--- src/rtl/vpi_access_sched.sv ---
// Round-robin scheduler that funnels NREQ VPI-style get/put requesters onto one
// backend command port, one transaction at a time, with a WAIT timeout.
module vpi_access_sched #(
    parameter int NREQ = 4,
    parameter int HW   = 8,
    parameter int DW   = 32,
    parameter int TMO  = 15
) (
    input  logic               clk,
    input  logic               rst_n,
    input  logic [NREQ-1:0]    req_valid,
    input  logic [NREQ-1:0]    req_write,
    input  logic [NREQ*HW-1:0] req_handle,
    input  logic [NREQ*DW-1:0] req_wdata,
    output logic [NREQ-1:0]    req_ready,
    output logic [NREQ-1:0]    rsp_valid,
    output logic [DW-1:0]      rsp_rdata,
    output logic               rsp_err,
    output logic               be_valid,
    input  logic               be_ready,
    output logic               be_write,
    output logic [HW-1:0]      be_handle,
    output logic [DW-1:0]      be_wdata,
    input  logic               be_done,
    input  logic [DW-1:0]      be_rdata,
    output logic               busy,
    output logic [7:0]         err_count
);

    localparam int IW = (NREQ > 1) ? $clog2(NREQ) : 1;

    typedef enum logic [1:0] {
        S_IDLE,
        S_ISSUE,
        S_WAIT,
        S_RESP
    } state_e;

    state_e          state_q, state_d;
    logic [IW-1:0]   last_q, last_d;
    logic [IW-1:0]   gnt_q, gnt_d;
    logic            wr_q, wr_d;
    logic [HW-1:0]   handle_q, handle_d;
    logic [DW-1:0]   wdata_q, wdata_d;
    logic [7:0]      cnt_q, cnt_d;
    logic [DW-1:0]   rdata_q, rdata_d;
    logic            err_q, err_d;
    logic [7:0]      err_count_q, err_count_d;

    logic            grant_any;
    logic [IW-1:0]   grant_idx;

    // Round-robin search starting one past the last granted requester.
    always_comb begin
        int            idx;
        logic [IW-1:0] cand;
        // NOTE: every variable assigned in a comb block gets a default first so no latch is inferred.
        idx       = 0;
        cand      = '0;
        grant_any = 1'b0;
        grant_idx = last_q;
        for (int k = 1; k <= NREQ; k++) begin
            idx = int'(last_q) + k;
            if (idx >= NREQ) begin
                idx = idx - NREQ;
            end
            cand = IW'(idx);
            if (!grant_any && req_valid[cand]) begin
                grant_any = 1'b1;
                grant_idx = cand;
            end
        end
    end

    // Next-state and datapath capture.
    always_comb begin
        state_d     = state_q;
        last_d      = last_q;
        gnt_d       = gnt_q;
        wr_d        = wr_q;
        handle_d    = handle_q;
        wdata_d     = wdata_q;
        cnt_d       = cnt_q;
        rdata_d     = rdata_q;
        err_d       = err_q;
        err_count_d = err_count_q;

        unique case (state_q)
            S_IDLE: begin
                if (grant_any) begin
                    state_d  = S_ISSUE;
                    last_d   = grant_idx;
                    gnt_d    = grant_idx;
                    wr_d     = req_write[grant_idx];
                    handle_d = req_handle[int'(grant_idx)*HW +: HW];
                    wdata_d  = req_wdata[int'(grant_idx)*DW +: DW];
                end
            end
            S_ISSUE: begin
                if (be_ready) begin
                    state_d = S_WAIT;
                    cnt_d   = '0;
                end
            end
            S_WAIT: begin
                if (be_done) begin
                    rdata_d = wr_q ? '0 : be_rdata;
                    err_d   = 1'b0;
                    state_d = S_RESP;
                end else if (cnt_q == 8'(TMO - 1)) begin
                    rdata_d = '0;
                    err_d   = 1'b1;
                    if (err_count_q != 8'hFF) begin
                        err_count_d = err_count_q + 8'd1;
                    end
                    state_d = S_RESP;
                end else begin
                    cnt_d = cnt_q + 8'd1;
                end
            end
            S_RESP: begin
                state_d = S_IDLE;
            end
            default: begin
                state_d = S_IDLE;
            end
        endcase
    end

    // Control and response state: synchronous active-low reset.
    always_ff @(posedge clk) begin
        // NOTE: sequential state is written with non-blocking assignments only.
        if (!rst_n) begin
            state_q     <= S_IDLE;
            last_q      <= IW'(NREQ - 1);
            rdata_q     <= '0;
            err_q       <= 1'b0;
            err_count_q <= '0;
        end else begin
            state_q     <= state_d;
            last_q      <= last_d;
            rdata_q     <= rdata_d;
            err_q       <= err_d;
            err_count_q <= err_count_d;
        end
    end

    // NOTE: captured request fields and the wait counter are only read in states entered after they are loaded, so they carry no reset.
    always_ff @(posedge clk) begin
        gnt_q    <= gnt_d;
        wr_q     <= wr_d;
        handle_q <= handle_d;
        wdata_q  <= wdata_d;
        cnt_q    <= cnt_d;
    end

    // Outputs decoded from state.
    always_comb begin
        req_ready = '0;
        rsp_valid = '0;
        be_valid  = 1'b0;
        busy      = (state_q != S_IDLE);
        if (state_q == S_IDLE && grant_any && rst_n) begin
            req_ready[grant_idx] = 1'b1;
        end
        if (state_q == S_ISSUE) begin
            be_valid = 1'b1;
        end
        if (state_q == S_RESP) begin
            rsp_valid[gnt_q] = 1'b1;
        end
    end

    assign be_write  = wr_q;
    assign be_handle = handle_q;
    assign be_wdata  = wdata_q;
    assign rsp_rdata = rdata_q;
    assign rsp_err   = err_q;
    assign err_count = err_count_q;

endmodule

--- config.mk ---
export PLATFORM = sky130hd
export DESIGN_NAME = vpi_access_sched
export DESIGN_NICKNAME = d
export VERILOG_FILES = /design/src/rtl/vpi_access_sched.sv
export SDC_FILE = /design/constraint.sdc
export NUM_CORES = 1
export LEC_CHECK = 0
export CORE_MARGIN = 2
export CORE_UTILIZATION = 41
export DETAILED_ROUTE_END_ITERATION = 10
export GPL_ROUTABILITY_DRIVEN = 0
export HOLD_SLACK_MARGIN = 0.02
export PLACE_DENSITY = 0.87
export SETUP_SLACK_MARGIN = 0.5
export SYNTH_ARGS = -nofsm -noshare
export SYNTH_HDL_FRONTEND = slang
export SYNTH_SLANG_ARGS = --single-unit
--- constraint.sdc ---
create_clock -name clk -period 5.8 [get_ports clk]
set_input_delay 1.16 -clock clk [delete_from_list [all_inputs] [get_ports clk]]
set_output_delay 1.16 -clock clk [all_outputs]
set_load 0.02 [all_outputs]
==> results.toml <==
[timing]
fin_crit_ns = 4.58
slew_headroom_pct = 17.6
fin_crit_sh_pct = 78.9
drv_slew = 0
finalHoldViolCount = 0
finClkSkew_ns = 0.0122
rsz0062_at_grt = "no"
finalSetupTns_ns = 0
worstMarginPinSlew_ns = 1.23
setup_viol = 0
max_freq_ghz = 0.218

[clock_network]
clockRootBuffer = "clkbuf_16"
cts_tree = "built"
clkLatencyLatePin_ns = 0.36
cts_hold_buf = 0
cts_buffer_depth = 2
htreeDepth = 3
clkSinkCount = 96
cts_buffers = 9
cts_resized = 0
clk_pin_slew_ns = 0.07
cts_setup_buffers = 0

[synthesis]
async_flop_share_pct = 0
synthTopCellsByArea = "edfxtp_1 31%, mux2i_1 26%, dfxtp_1 18%"
synth-seq-area-share_pct = 49.1
yosys_register_bits = 96
synthesis.area_um2 = 4960
yosysWarnings = 0
syn_area_per_cell_um2 = 11.6
synth_edf_count = 51
synth_cell_types = 37
synth_top_cell_by_area = "edfxtp_1"
synth_top_flop_cell = "edfxtp_1"
synthCells = 426
syn_nets = 638
synth_top_area_share_pct = 30.9

[global_route]
gr-usage-all-layers_pct = 23.4
antenna_found_initial = 0
grt_overflow_total = 0
grt_pass1_wl_mm = 23.0
grt_pass1_vias = 4600
grt_max_degree = 51

[outcome]
status = "finished clean"

[drt]
final_antenna_net_count = 0
met2_length_mm = 8.43
wl_met3_mm = 1.29
route.vias.total = 4507
drc = 0
wl_mm = 15.9
wl_per_cell_um = 18.4
vias_per_cell = 5.24
dr.first_iter.drc_count = 209
dr.pass1.iters = 7
highest_layer = "met4"
wl_met1_mm = 5.55

[worst_setup_path]
rrSetupSlack_ns = 2.89
required_ns = 4.64
reg2regPathDepth = 7
r2r-start = "last_q[0]"
end_kind = "primary output"
timing.critical_path.max_delay_family = "buffers and inverters"
cp_cell_sequence = "clkdlybuf4s50_1, nand2b_1, a21oi_1, a211oi_4, buf_4, nor3b_1, clkdlybuf4s50_1"
r2r_end = "be_wdata[30]"
path_common_cell = "clkdlybuf4s50_1"
path_max_fanout = 35
cp-start-kind = "input pin"
worstPathArrival_ns = 3.42
critPathKind = "input pin to primary output"
crit_buf_inv = 3
slowest_stage = "clkdlybuf4s50_1"
critPathMaxStageDelay_ns = 0.56

[hold_path]
hold_end = "err_count[5]"
hp-class = "flop to flop"
whs_path_depth = 2
min_from = "err_count[5]"

[die]
die_y_um = 114
die_x_um = 114
die_area_um2 = 13000
ioPinCount = 296
coreArea_um2 = 11900
rows = 40
start_util_pct = 41.6

[finish]
design_area_um2 = 8280
layout_commonest_cell = "clkdlybuf4s50_1"
final_cell_mix = "295 x clkdlybuf4s50_1, 129 x mux2i_1, 51 x edfxtp_1, 45 x dfxtp_1, 39 x nor2_1"
layout.cells.non_filler = 860
fillers = 894
antennaDiodeCount = 0
final-seq-area_um2 = 2430
syn_to_final_growth_pct = 67.0
multi_input_area_um2 = 2330
final_nets = 921
drive_gt1_share_pct = 4.07

[pwr]
power_density_nw_per_um2 = 405
ir_drop_mv = 0.306
total_leakage_power_nw = 3.34

[place]
dp.cells = 844
portBuffers = 295
placed_cell_area_um2 = 7970
hpwlAfterDp_mm = 12.2

[flow_run]
drv_cap = 0
-- logic make-up after synthesis --
logic type	share of synthesized area (%)
muxes	26.1
and+or+nand+nor	9.97
AOI/OAI and AO/OA	7.25
DFF	49.1
xor gates and xnor gates	1.41
adders and majority gates	2.02
buffers and inverters	4.22
-- registers in the layout (all words and copies together) (netlist names), 2 cells and up --
register / count
be_handle: 8
be_wdata: 32
cnt_q: 8
err_count: 8
gnt_q: 2
last_q: 2
rsp_rdata: 32
state_q: 2
-- worst reg2reg max path: cells and delay by family, from the launching register on --
| kind | cells | cell delay, ns |
|---|---|---|
| AO/OA/AOI/OAI | 2 | 0.40 |
| buffers and inverters | 2 | 1.26 |
| flip-flops | 1 | 0.37 |
| multiplexers | 2 | 0.49 |
| AND/OR/NAND/NOR | 1 | 0.15 |
-- stage by stage --
| step | worst slack, ns | util [%] | power [mW] | hold WS [ns] |
|---|---|---|---|---|
| after floorplan | 1.54 | - | 2.11 | 0.474 |
| after global placement | 1.35 | 66.9 | 2.72 | 0.463 |
| after detailed placement | 1.26 | 66.9 | 2.76 | 0.492 |
| after CTS | 1.25 | 69.4 | 3.37 | 0.502 |
| after global routing | 1.16 | 69.5 | 3.50 | 0.535 |
| final | 1.22 | 69.5 | 3.35 | 0.495 |
-- Yosys cell counts, types with 6 or more instances --
master,number
edfxtp_1,51
nand2b_1,8
and3_1,6
nand2_1,9
inv_1,9
a22oi_1,32
nand3_1,6
nor2_1,40
buf_2,11
and2_1,8
ha_1,8
dfxtp_1,45
mux2i_1,129
clkbuf_1,9
-- report_power, final --
part	switching [mW]	total [mW]	internal, mW
clock	0.276	0.598	0.322
sequential	0.0936	1.12	1.02
combinational	0.858	1.64	0.779
total	1.23	3.35	2.13
-- worst max path at each step --
stage                  from            to  cells after the start
2_1_floorplan  req_valid[0]  req_ready[3]                      5
5_1_grt        req_valid[2]  req_ready[3]                      7
3_3_place_gp   req_valid[2]  req_ready[1]                      7
4_1_cts        req_valid[2]  req_ready[3]                      7
3_5_place_dp   req_valid[2]  req_ready[3]                      7
6_report       req_valid[2]  req_ready[3]                      7
-- cell type report --
cell class | instances | area share (%)
Multi-Input combinational cell | 291 | 28.1
Tap cell | 147 | 2.22
Timing Repair Buffer | 300 | 36.2
Clock buffer | 10 | 3.02
Clock inverter | 5 | 0.529
Sequential cell | 96 | 29.4
Inverter | 11 | 0.499
-- per-layer routing --
layer  vias to the layer above  track usage [%]
li1                       2127                -
met1                      2141             23.2
met2                       197             42.7
met3                        42             8.34
met4                         0             12.0
met5                         -                0
Note: power is estimated with default switching activity, not from simulation.
